$ cat config.mk
export PLATFORM = sky130hd
export DESIGN_NAME = uart_rx_configurable
export DESIGN_NICKNAME = d
export VERILOG_FILES = /design/src/rtl/uart_pkg.sv /design/src/rtl/uart_rx_tick_gen.sv /design/src/rtl/uart_rx_configurable.sv
export SDC_FILE = /design/constraint.sdc
export NUM_CORES = 1
export LEC_CHECK = 0
export CAP_MARGIN = 20
export CORE_MARGIN = 4
export CORE_UTILIZATION = 53
export CTS_CLUSTER_DIAMETER = 200
export DETAILED_ROUTE_END_ITERATION = 6
export PLACE_DENSITY = 0.74
export SYNTH_ARGS = -nofsm -noshare
export SYNTH_HDL_FRONTEND = slang
export SYNTH_SLANG_ARGS = --single-unit
$ cat constraint.sdc
create_clock -name Clk -period 4.5 [get_ports Clk]
set_input_delay 0.9 -clock Clk [delete_from_list [all_inputs] [get_ports Clk]]
set_output_delay 0.9 -clock Clk [all_outputs]
set_load 0.005 [all_outputs]
$ cat src/rtl/uart_pkg.sv
// uart_pkg: shared constants, FSM encoding and helpers for the configurable UART receiver.
// UART_RX_BREAK_DETECT_EN adds the WAIT_IDLE state used after a break frame.
package uart_pkg;
    localparam int PARITY_NONE = 0;
    localparam int PARITY_ODD  = 1;
    localparam int PARITY_EVEN = 2;

    typedef enum logic [2:0] {
        ST_IDLE,
        ST_START,
        ST_DATA,
        ST_PARITY,
        ST_STOP,
        ST_DELIVER
`ifdef UART_RX_BREAK_DETECT_EN
        , ST_WAIT_IDLE
`endif
    } state_e;

    // Returns 0 for an illegal oversampling ratio so the caller's DIV < 2 check fires.
    function automatic int calc_div(int clk_hz, int baud, int os);
        return (baud < 1 || os < 4 || os > 32) ? 0 : clk_hz / (baud * os);
    endfunction

    function automatic logic majority(logic a, logic b, logic c);
        return (a & b) | (a & c) | (b & c);
    endfunction
endpackage

$ cat src/rtl/uart_rx_tick_gen.sv
// uart_rx_tick_gen: oversampling tick divider with synchronous clear; tick_idx is the
// 1-based index (wrapping to 0 at OVERSAMPLE) of the tick being emitted.
module uart_rx_tick_gen #(
    parameter int DIV        = 10,
    parameter int OVERSAMPLE = 16
) (
    input  logic                          clk,
    input  logic                          rst,
    input  logic                          clr,
    output logic                          tick,
    output logic [$clog2(OVERSAMPLE)-1:0] tick_idx
);
    localparam int DW = $clog2(DIV);
    localparam int IW = $clog2(OVERSAMPLE);
    localparam logic [DW-1:0] DIV_LAST = DW'(DIV - 1);
    localparam logic [IW-1:0] IDX_LAST = IW'(OVERSAMPLE - 1);

    logic [DW-1:0] div_q, div_d;
    logic [IW-1:0] idx_q, idx_d;

    always_comb begin
        tick     = !clr && div_q == DIV_LAST;
        tick_idx = idx_q == IDX_LAST ? '0 : idx_q + IW'(1);
        div_d    = (clr || div_q == DIV_LAST) ? '0 : div_q + DW'(1);
        idx_d    = clr ? '0 : tick ? tick_idx : idx_q;
    end

    always_ff @(posedge clk) begin
        if (rst) begin
            div_q <= '0;
            idx_q <= '0;
        end else begin
            div_q <= div_d;
            idx_q <= idx_d;
        end
    end
endmodule

$ cat src/rtl/uart_rx_configurable.sv
// uart_rx_configurable: parametrised oversampled UART receiver with 3-sample majority vote,
// valid/ready output and per-frame error flags; UART_RX_BREAK_DETECT_EN adds RxBreak.
module uart_rx_configurable
    import uart_pkg::*;
#(
    parameter int CLOCK_FREQUENCY = 1_000_000,
    parameter int BAUD_RATE       = 9600,
    parameter int OVERSAMPLE      = 16,
    parameter int DATA_BITS       = 8,
    parameter int PARITY_MODE     = 0,
    parameter int STOP_BITS       = 1
) (
    input  logic                 Clk,
    input  logic                 Reset,
    input  logic                 RxWire,
    output logic [DATA_BITS-1:0] RxDataOutput,
    output logic                 RxValid,
    input  logic                 RxReady,
    output logic                 RxParityError,
    output logic                 RxFrameError,
    output logic                 RxOverrun,
    output logic                 RxBusy
`ifdef UART_RX_BREAK_DETECT_EN
    ,
    output logic                 RxBreak
`endif
);
    localparam int DIV = calc_div(CLOCK_FREQUENCY, BAUD_RATE, OVERSAMPLE);
    localparam int IW  = $clog2(OVERSAMPLE);
    localparam logic [IW-1:0] MID_A = IW'(OVERSAMPLE / 2 - 1);
    localparam logic [IW-1:0] MID_B = IW'(OVERSAMPLE / 2);
    localparam logic [IW-1:0] MID_C = IW'(OVERSAMPLE / 2 + 1);
    localparam logic [5:0] DATA_LAST = 6'(DATA_BITS - 1);
    localparam logic [5:0] STOP_LAST = 6'(STOP_BITS - 1);
`ifdef UART_RX_BREAK_DETECT_EN
    localparam logic [5:0] OS_LAST = 6'(OVERSAMPLE - 1);
`endif

    if (DIV < 2 || DATA_BITS < 5 || DATA_BITS > 9 || STOP_BITS < 1 || STOP_BITS > 2 ||
        PARITY_MODE < 0 || PARITY_MODE > 2) begin : g_cfg_err
        $error("uart_rx_configurable: illegal configuration");
    end

    logic                 sync1_q, sync1_d, sync2_q, sync2_d, s_prev_q, s_prev_d;
    state_e               state_q, state_d;
    logic [1:0]           vote_q, vote_d;
    logic [5:0]           cnt_q, cnt_d;
    logic [DATA_BITS-1:0] shift_q, shift_d, data_q, data_d;
    logic                 par_err_q, par_err_d, frame_err_q, frame_err_d;
    logic                 valid_q, valid_d, perr_q, perr_d, ferr_q, ferr_d;
    logic                 ovr_q, ovr_d, busy_q, busy_d;
    logic                 tick, s, v, mid;
    logic [IW-1:0]        tick_idx;
`ifdef UART_RX_BREAK_DETECT_EN
    logic                 par_bit_q, par_bit_d, brk_q, brk_d, is_break;
`endif

    uart_rx_tick_gen #(.DIV(DIV), .OVERSAMPLE(OVERSAMPLE)) u_tick (
        .clk     (Clk),
        .rst     (Reset),
        .clr     (state_q == ST_IDLE),
        .tick    (tick),
        .tick_idx(tick_idx)
    );

    // Bit decision lands on the third vote sample; earlier two are held in vote_q.
    assign s   = sync2_q;
    assign v   = majority(vote_q[1], vote_q[0], s);
    assign mid = tick && tick_idx == MID_C;

    always_comb begin
        sync1_d     = RxWire;
        sync2_d     = sync1_q;
        s_prev_d    = s;
        state_d     = state_q;
        cnt_d       = cnt_q;
        shift_d     = shift_q;
        data_d      = data_q;
        par_err_d   = par_err_q;
        frame_err_d = frame_err_q;
        perr_d      = perr_q;
        ferr_d      = ferr_q;
        vote_d      = (tick && (tick_idx == MID_A || tick_idx == MID_B)) ? {vote_q[0], s} : vote_q;
        valid_d     = valid_q && !RxReady;
        ovr_d       = ovr_q && !(valid_q && RxReady);
`ifdef UART_RX_BREAK_DETECT_EN
        par_bit_d   = par_bit_q;
        brk_d       = brk_q;
        is_break    = shift_q == '0 && !par_bit_q && frame_err_q;
`endif
        case (state_q)
            ST_IDLE: if (s_prev_q && !s) begin
                state_d     = ST_START;
                cnt_d       = '0;
                par_err_d   = 1'b0;
                frame_err_d = 1'b0;
`ifdef UART_RX_BREAK_DETECT_EN
                par_bit_d   = 1'b0;
`endif
            end
            ST_START: if (mid) state_d = v ? ST_IDLE : ST_DATA;
            ST_DATA: if (mid) begin
                shift_d = {v, shift_q[DATA_BITS-1:1]};
                cnt_d   = cnt_q == DATA_LAST ? '0 : cnt_q + 6'd1;
                state_d = cnt_q != DATA_LAST ? ST_DATA :
                          PARITY_MODE != PARITY_NONE ? ST_PARITY : ST_STOP;
            end
            ST_PARITY: if (mid) begin
                par_err_d = (^shift_q ^ v) ^ (PARITY_MODE == PARITY_ODD);
`ifdef UART_RX_BREAK_DETECT_EN
                par_bit_d = v;
`endif
                state_d   = ST_STOP;
            end
            ST_STOP: if (mid) begin
                frame_err_d = frame_err_q | ~v;
                cnt_d       = cnt_q + 6'd1;
                state_d     = cnt_q == STOP_LAST ? ST_DELIVER : ST_STOP;
            end
            ST_DELIVER: begin
                if (!valid_q || RxReady) begin
                    data_d  = shift_q;
                    perr_d  = par_err_q;
                    ferr_d  = frame_err_q;
                    valid_d = 1'b1;
`ifdef UART_RX_BREAK_DETECT_EN
                    brk_d   = is_break;
`endif
                end else begin
                    ovr_d = 1'b1;
                end
                state_d = ST_IDLE;
`ifdef UART_RX_BREAK_DETECT_EN
                cnt_d   = '0;
                if (is_break) state_d = ST_WAIT_IDLE;
`endif
            end
`ifdef UART_RX_BREAK_DETECT_EN
            ST_WAIT_IDLE: begin
                cnt_d = !s ? '0 : tick ? cnt_q + 6'd1 : cnt_q;
                if (s && tick && cnt_q == OS_LAST) state_d = ST_IDLE;
            end
`endif
            default: state_d = ST_IDLE;
        endcase
        busy_d = state_d != ST_IDLE;
    end

    always_ff @(posedge Clk) begin
        if (Reset) begin
            sync1_q     <= 1'b1;
            sync2_q     <= 1'b1;
            s_prev_q    <= 1'b1;
            state_q     <= ST_IDLE;
            vote_q      <= '0;
            cnt_q       <= '0;
            shift_q     <= '0;
            data_q      <= '0;
            par_err_q   <= 1'b0;
            frame_err_q <= 1'b0;
            valid_q     <= 1'b0;
            perr_q      <= 1'b0;
            ferr_q      <= 1'b0;
            ovr_q       <= 1'b0;
            busy_q      <= 1'b0;
`ifdef UART_RX_BREAK_DETECT_EN
            par_bit_q   <= 1'b0;
            brk_q       <= 1'b0;
`endif
        end else begin
            sync1_q     <= sync1_d;
            sync2_q     <= sync2_d;
            s_prev_q    <= s_prev_d;
            state_q     <= state_d;
            vote_q      <= vote_d;
            cnt_q       <= cnt_d;
            shift_q     <= shift_d;
            data_q      <= data_d;
            par_err_q   <= par_err_d;
            frame_err_q <= frame_err_d;
            valid_q     <= valid_d;
            perr_q      <= perr_d;
            ferr_q      <= ferr_d;
            ovr_q       <= ovr_d;
            busy_q      <= busy_d;
`ifdef UART_RX_BREAK_DETECT_EN
            par_bit_q   <= par_bit_d;
            brk_q       <= brk_d;
`endif
        end
    end

    assign RxDataOutput  = data_q;
    assign RxValid       = valid_q;
    assign RxParityError = perr_q;
    assign RxFrameError  = ferr_q;
    assign RxOverrun     = ovr_q;
    assign RxBusy        = busy_q;
`ifdef UART_RX_BREAK_DETECT_EN
    assign RxBreak       = brk_q;
`endif
endmodule

After elaboration in Yosys (flattened, before gate mapping)
Index checks and enable logic that the tools add are counted.
{ "word_totals": {"register_bits": 44, "latch_bits": 0, "mem_bits_rw": 0, "rom_bits": 0, "input_bits": 4, "out_inout_bits": 13, "wordCells": 97, "mem_count": 0} }
{ "op_classes": {"n_addsub": 3, "n_mul": 0, "div_mod_pow": 0, "magnitude_cmp": 0, "n_eq_ne": 16, "shift": 0, "n_mux": 24, "bitwise": 8, "reduce_logical": 29} }
{ "ops": {"columns": ["operator", "n"], "rows": [
  ["6-bit two-way mux", 4],
  ["3-bit two-way mux", 6],
  ["6-bit case mux with 3 select lines", 1],
  ["3-bit case mux with 5 select lines", 1],
  ["4-bit equality test (second input constant)", 3],
  ["3-bit equality test (second input constant)", 3],
  ["1-bit two-way mux", 8],
  ["2-bit inequality test (second input constant)", 4],
  ["8-bit parity", 1],
  ["1-bit logical AND", 7],
  ["6-bit by 1-bit adder with 6-bit output (second input constant)", 1],
  ["3-bit by 2-bit equality test with 1-bit output (second input constant)", 2],
  ["6-bit by 3-bit equality test with 1-bit output (second input constant)", 1],
  ["6-bit logical NOT", 1],
  ["6-bit by 3-bit inequality test with 1-bit output (second input constant)", 1],
  ["3-bit AND reduction", 2],
  ["3-bit nonzero test", 2],
  ["1-bit logical NOT", 5],
  ["4-bit by 1-bit adder with 4-bit output (second input constant)", 1],
  ["4-bit by 3-bit equality test with 1-bit output (second input constant)", 1],
  ["4-bit two-way mux", 1],
  ["1-bit case mux with 2 select lines", 2],
  ["2-bit AND reduction", 2],
  ["4-bit AND reduction", 1],
  ["other kinds (11)", 19]
]} }

Longest topological paths before layout
{ "logic_depth": {"depth_word": 7, "depth_mapped": 8, "mapped_depth_nobuf": 7} }

By module
A second synthesis with hierarchy kept.
{ "unflattened": {"hier_cells": 219, "area_unflattened_um2": 2060.7} }
{ "modules_own_cells": {"columns": ["module", "instances", "cells_each", "area_each_um2", "seq_area_each_um2"], "rows": [
  ["uart_rx_configurable", 1, 179, 1719.1, 740.7],
  ["uart_rx_tick_gen", 1, 40, 341.6, 140.1]
]} }

Worst setup path after synthesis
Ideal clock, no wire load.
{ "synth_path": {"kind": "register to register", "start": "reg u_tick.idx_q[0]", "end": "reg busy_q (netlist: RxBusy)", "setup_ns": 0.134, "t_arrival_ns": 1.775, "slack_ns": 2.591, "stages_incl_launch_ff": 7, "synth_period_minus_slack_ns": 1.909, "cell_sequence": "dfxtp_1 > ha_1 > nor4bb_1 > a41o_4 > a21bo_1 > a311oi_2 > or4b_1"} }
{ "synth_between": {"elab_chain_cells": 7, "word_cells_on_any_way": 11, "cone_classes": "add/sub (1); eq/ne (2); mux (6); reduce/logical (2)"} }
{ "synth_rtl": {"columns": ["element", "line_no", "source"], "rows": [
  ["from (decl)", "uart_rx_tick_gen.sv:19", "logic [IW-1:0] idx_q, idx_d;"],
  ["from (signal assigned)", "uart_rx_tick_gen.sv:34", "idx_q <= idx_d;"],
  ["4-bit by 1-bit adder with 4-bit output or 4-bit equality test (tied branches)", "uart_rx_tick_gen.sv:23", "tick_idx = idx_q == IDX_LAST ? '0 : idx_q + IW'(1);"],
  ["4-bit two-way mux (*)", "uart_rx_tick_gen.sv:23", null],
  ["4-bit equality test (*)", "uart_rx_configurable.sv:69", "assign mid = tick && tick_idx == MID_C;"],
  ["1-bit logical AND (*)", "uart_rx_configurable.sv:69", null],
  ["3-bit two-way mux, on equally long branches", null, null],
  ["3-bit case mux with 5 select lines (*)", "uart_rx_configurable.sv:91", "case (state_q)"],
  ["3-bit nonzero test (*)", "uart_rx_configurable.sv:146", "busy_d = state_d != ST_IDLE;"],
  ["to (signal assigned)", "uart_rx_configurable.sv:185", "busy_q <= busy_d;"],
  ["to (decl)", "uart_rx_configurable.sv:51", "logic ovr_q, ovr_d, busy_q, busy_d;"]
]} }
Mark *: on every way between the ends. The rest lies on a longest branch, timed or not.
A chain may end at the register's enable or synchronous reset.

==> summary.txt <==
Antenna violations before repair: 0
Critical Path AT: 2.88 ns
Slew of the pin with the lowest slew margin: 0.906 ns
Area delta synth->final: 15.3%
CTS Hold Bufs: 0
Share of cells above drive strength 1: 9.17%
Worst Skew: 0.0113 ns
Clock Latency Late Sink: 0.30 ns
# fillers: 336
Grt ovf: 0
Worst-case reg-to-reg path depth: 6
DP Wirelength: 2.58 mm
Via-to-Cell Ratio: 5.26
Wirelength per Cell: 12.6 um
Die ar.: 4980 um2
Worst setup margin: 1.79 ns
# port buffers: 16
EDFF count, synth: 0
Final Setup Violations: 0
Final antenna-violating net count: 0
RSZ-0062 raised after global routing: no
Netlist cell types: 44
FF-to-FF End: shift_q[6]
Slowest stage delay, CP: 1.06 ns
Chip width: 70.5 um
Vias in the first global route: 1433
Largest net degree at the start of global routing: 28
CP cell instances: clkdlybuf4s50_1 -> nor2_1 -> o21ai_0 -> o22ai_1 -> or4b_1
CORE AREA: 3720 um2
Non-Filler Instances: 288
CTS clock-pin slew for the worst setup and hold paths: 0.09 ns
Post-CTS setup buffer count: 0
Max-Slew Margin vs Limit: 39.4%
Clock Sinks: 44
Startpoint type of the worst setup path: input pin
HP Class: flip-flop to flip-flop
Critical Path Stages: 5
Hold slack: 0.430 ns
Max Clock Freq: 370 MHz
First-pass GRT wire length: 6.51 mm
CP Capture Type: flip-flop
Post-synthesis area per instance: 9.30 um2
GRT Total Usage: 15.9%
Max H-tree Level: 2
Run status: complete, no violations
PwrDens: 305 nW/um2
Final slew viol count: 0
Clk root buf: clkbuf_8
Setup crit start: Reset
Via count: 1515
Post-synthesis instance area: 2070 um2
DRT iter0 DRCs: 56
CP max stage cell: clkdlybuf4s50_1
Total wire length: 3.62 mm
DP Area: 2260 um2
R2R Path Start: u_tick.idx_q[0]
RD Place Congestion: 0.767
Diode count: 0
PostCTS Resize Cnt: 0
WP buf/inv: 1
Placed Instances: 279
CTS tree: done
Die height: 70.5 um
Fin area: 2390 um2
Minimum clock period: 2.71 ns
IO Pins: 17
Nets: 250
Setup tns final: 0 ns
Final hold violations: 0
R2R setup slack: 2.22 ns
Total design power: 0.729 mW
CP Class: input pin to flip-flop
VDD IR max: 0.000259 V
Post-synth top flop: dfxtp_1
Pre-antenna DRT Iters: 4
Synth warn: 0
Ys async rst share: 0%
Syn Nets: 234
# DRC: 0
CP Capture Point: RxBusy
CP delay by family, top: buffers and inverters
Crit share post-route: 60.1%
Max cap viols: 0
Post-layout util: 64.3%
Register area share after synthesis: 42.5%
Clk buf depth: 2
Req. time, crit path: 4.67 ns
Yosys reg bits: 44
Core Rows: 22
Leakage power total: 0.871 nW
Initial Util: 55.8%
Crit Path Max Fanout: 27
CTS Buf Count: 5
Gate Count Post-Synth: 223
Pre-CTS setup slack: 1.44 ns
## registers in the layout, summed over array words and instances (netlist names)
signal         flops
RxBusy             1
RxDataOutput       8
RxFrameError       1
RxOverrun          1
RxParityError      1
RxValid            1
cnt_q              6
frame_err_q        1
par_err_q          1
s                  1
s_prev_q           1
shift_q            8
state_q            3
sync1_q            1
u_tick.div_q       3
u_tick.idx_q       4
vote_q             2
## per-layer routing
| metal | GRT usage [%] | share of wire [%] |
|---|---|---|
| met5 | 0 | 0 |
| met2 | 25.2 | 45 |
| met1 | 21.9 | 51 |
| met3 | 2.98 | 2.7 |
| met4 | 5.64 | 1.6 |
## logic make-up (layout without fill, tap and decap cells)
family,Yosys count,count (layout),share of synthesized area (%)
simple gates,92,92,23.5
compound gates,30,30,11.0
flops,44,44,42.5
buf+inv,19,36,3.74
fa+ha+maj,8,8,4.71
mux,20,20,9.66
xor+xnor,10,10,4.89
## synth_stat cells (all sizes together) (5+ instances only)
cell / count / share of area [%]
a21oi: 9 / 2.2
buf: 5 / 1.2
dfxtp: 44 / 42
ha: 7 / 4.2
inv: 10 / 1.8
mux2i: 20 / 9.7
nand2: 12 / 2.2
nand2b: 8 / 2.4
nand3: 9 / 2.2
nor2: 30 / 5.4
or2: 7 / 2.1
xnor2: 8 / 3.4
## cell usage in the layout (no fill, tap or decap), types with 6 or more instances in the layout
master,n
a21oi_1,9
nor2_1,30
inv_1,10
or2_2,7
clkbuf_8,6
ha_1,7
nand2_1,12
mux2i_1,20
nand3_1,9
dfxtp_1,44
nand2b_1,8
xnor2_1,8
clkdlybuf4s50_1,16
## layout make-up
class                      instances  area (um2)  area share (%)
clock buffer                       6        82.6            3.46
clock inverter                     2        38.8            1.62
tap                               48        60.1            2.51
multi-input combinational        160        1110            46.6
timing repair buffer              18         175            7.33
sequential                        44         881            36.9
inverter                          10        37.5            1.57
## report_power, final
group	internal (mW)	total [mW]	switching [mW]
clock	0.181	0.315	0.133
combinational	0.00944	0.0202	0.0108
sequential	0.391	0.394	0.00262
total	0.582	0.729	0.147
## worst min-delay path by stage
stage	from	to	slack, ns	cells past startpoint
finish	sync1_q	s	0.43	1
global route	sync1_q	s	0.47	1
CTS	sync1_q	s	0.43	1
detailed placement	sync1_q	s	0.40	1
global placement	sync1_q	s	0.39	1
floorplan	sync1_q	s	0.39	1
No activity file was read; power rests on OpenSTA's default activity.
==> RTL edit: new RTL, same flow settings <==
Add a define of `UART_RX_BREAK_DETECT_EN`.
--- a/src/rtl/uart_pkg.sv
+++ b/src/rtl/uart_pkg.sv
@@ -1,4 +1,6 @@
 // uart_pkg: shared constants, FSM encoding and helpers for the configurable UART receiver.
 // UART_RX_BREAK_DETECT_EN adds the WAIT_IDLE state used after a break frame.
+`define UART_RX_BREAK_DETECT_EN
+
 package uart_pkg;
     localparam int PARITY_NONE = 0;
Check against the original RTL (old outputs only; new: RxBreak): same outputs for any inputs over 10 cycles, from zero or initial values and one cycle with Reset high; that may be too few to reach the edited logic, so the function may still have changed.
==> RTL edit against the unedited design <==
Sequential cell count up 2; global-route usage up 0.85 points; routed wire length up 17%; worst setup slack better by 230 ps; total power down 5.5%; synthesized area up 13%; highest routed layer unchanged; critical path type unchanged; largest power group unchanged; core utilization down 1.3 points; cell area up 9.3%.
==> RTL edit: results (changes against the unedited design) <==
outcome=completed; Synth Instances=255 (+14%); reg-to-reg setup timing slack=2180 ps (-40 ps); final cell count without fillers=322 (+12%); worst r2r src=u_tick.idx_q[1]; met2 GRT Util=27.1% (+2.0 points); most instantiated cells after synthesis=dfxtp_1 (46), nor2_1 (35), mux2i_1 (21); fill count=391 (+16%); n_diodes=0 (unchanged); via count=1733 (+14%); Port Buffers=17 (+1); first-pass GRT wire length=7250 um (+11%); Max Used Layer=met4; GPL Wtd Cong=0.852 (+11%); Yosys Warn Count=0 (unchanged); M1 wire length=2120 um (+15%); worst vdd ir=0.191 mV (-26%); Nets=286 (+14%); TritonCTS clock tree=built; met2 wire length=1940 um (+19%); fin crit share=55.1% (-5.0 points); vias in the first global route=1619 (+13%); part of the power in the clock network=37.2% (-6.0 points); largest incremental delay on the critical path=860 ps (-200 ps); Area contributors post-synth=dfxtp_1 (39%), mux2i_1 (8.9%), ha_1 (5.9%); pre-CTS setup slack=1680 ps (+237 ps); met1 usage=22.2% (+0.30 points); post-synthesis xor/xnor area fraction=2.61% (-2.3 points); Reg-to-Reg End=cnt_q[3]; Seq group=412 uW (+5%); M3 GR Usage=3.60% (+0.62 points); Critical Path Fanout Max=24 (-11%); placed cells=314 (+13%); Net Count, Synth=270 (+15%); routed wire length=4240 um (+17%); sequential share of power=59.8% (+5.8 points); Detail Placement HPWL=3030 um (+18%); mux cell area share after synthesis=9.41% (-0.24 points); Worst-Skew Late Latency=300 ps (about the same); Worst-path clk slew=roughly 80 ps; Starting DRT DRC Count=90 (+61%); largest net degree at the start of global routing=25 (-11%); Routed met3 length=124 um (+28%); Worst EP arrival=2690 ps (-190 ps); Clock Skews=4.63 ps (-6.63 ps); Net Sw Frac=21.4% (+1.3 points); Yosys cell types=53 (+20%); Pleak=0.000881 uW (+1.2%); compound-gate portion of the synthesized area=11.8% (+0.76 points); Placed Area=2520 sq um (+11%); H-tree depth=2 (unchanged); hold_sp=sync1_q; share of cells above drive strength 1=10.3% (+1.1 points); Worst Max-Slew Pin Slew=875 ps (-30.8 ps); worst-case reg-to-reg path depth=7 (+1); worst hold slack=407 ps (-22.8 ps); gr usage total=16.8% (+0.85 points); cell area after layout=2610 sq um (+9.3%)
## RTL edit: cell type report
| class | instances | share of cell area, % |
|---|---|---|
| Sequential cell | 46 | 35.3 |
| Clock inverter | 1 | 0.192 |
| Clock buffer | 7 | 3.31 |
| Inverter | 19 | 2.73 |
| Multi-Input combinational cell | 180 | 49.0 |
| Tap cell | 50 | 2.40 |
| Timing Repair Buffer | 19 | 7.09 |
## RTL edit: critical path, delay by kind of cell
| family | cells | cell delay (ps) |
|---|---|---|
| simple gates | 1 | 370 |
| compound gates | 1 | 110 |
| buf+inv | 2 | 1290 |
## RTL edit: worst max path at each step
stage | endpoint | slack, ps | cells past startpoint
floorplan | cnt_q[4] | 2530 | 7
global placement | cnt_q[3] | 1720 | 4
detailed placement | cnt_q[3] | 1680 | 4
CTS | cnt_q[3] | 1990 | 4
global route | cnt_q[3] | 1910 | 4
finish | cnt_q[3] | 2020 | 4
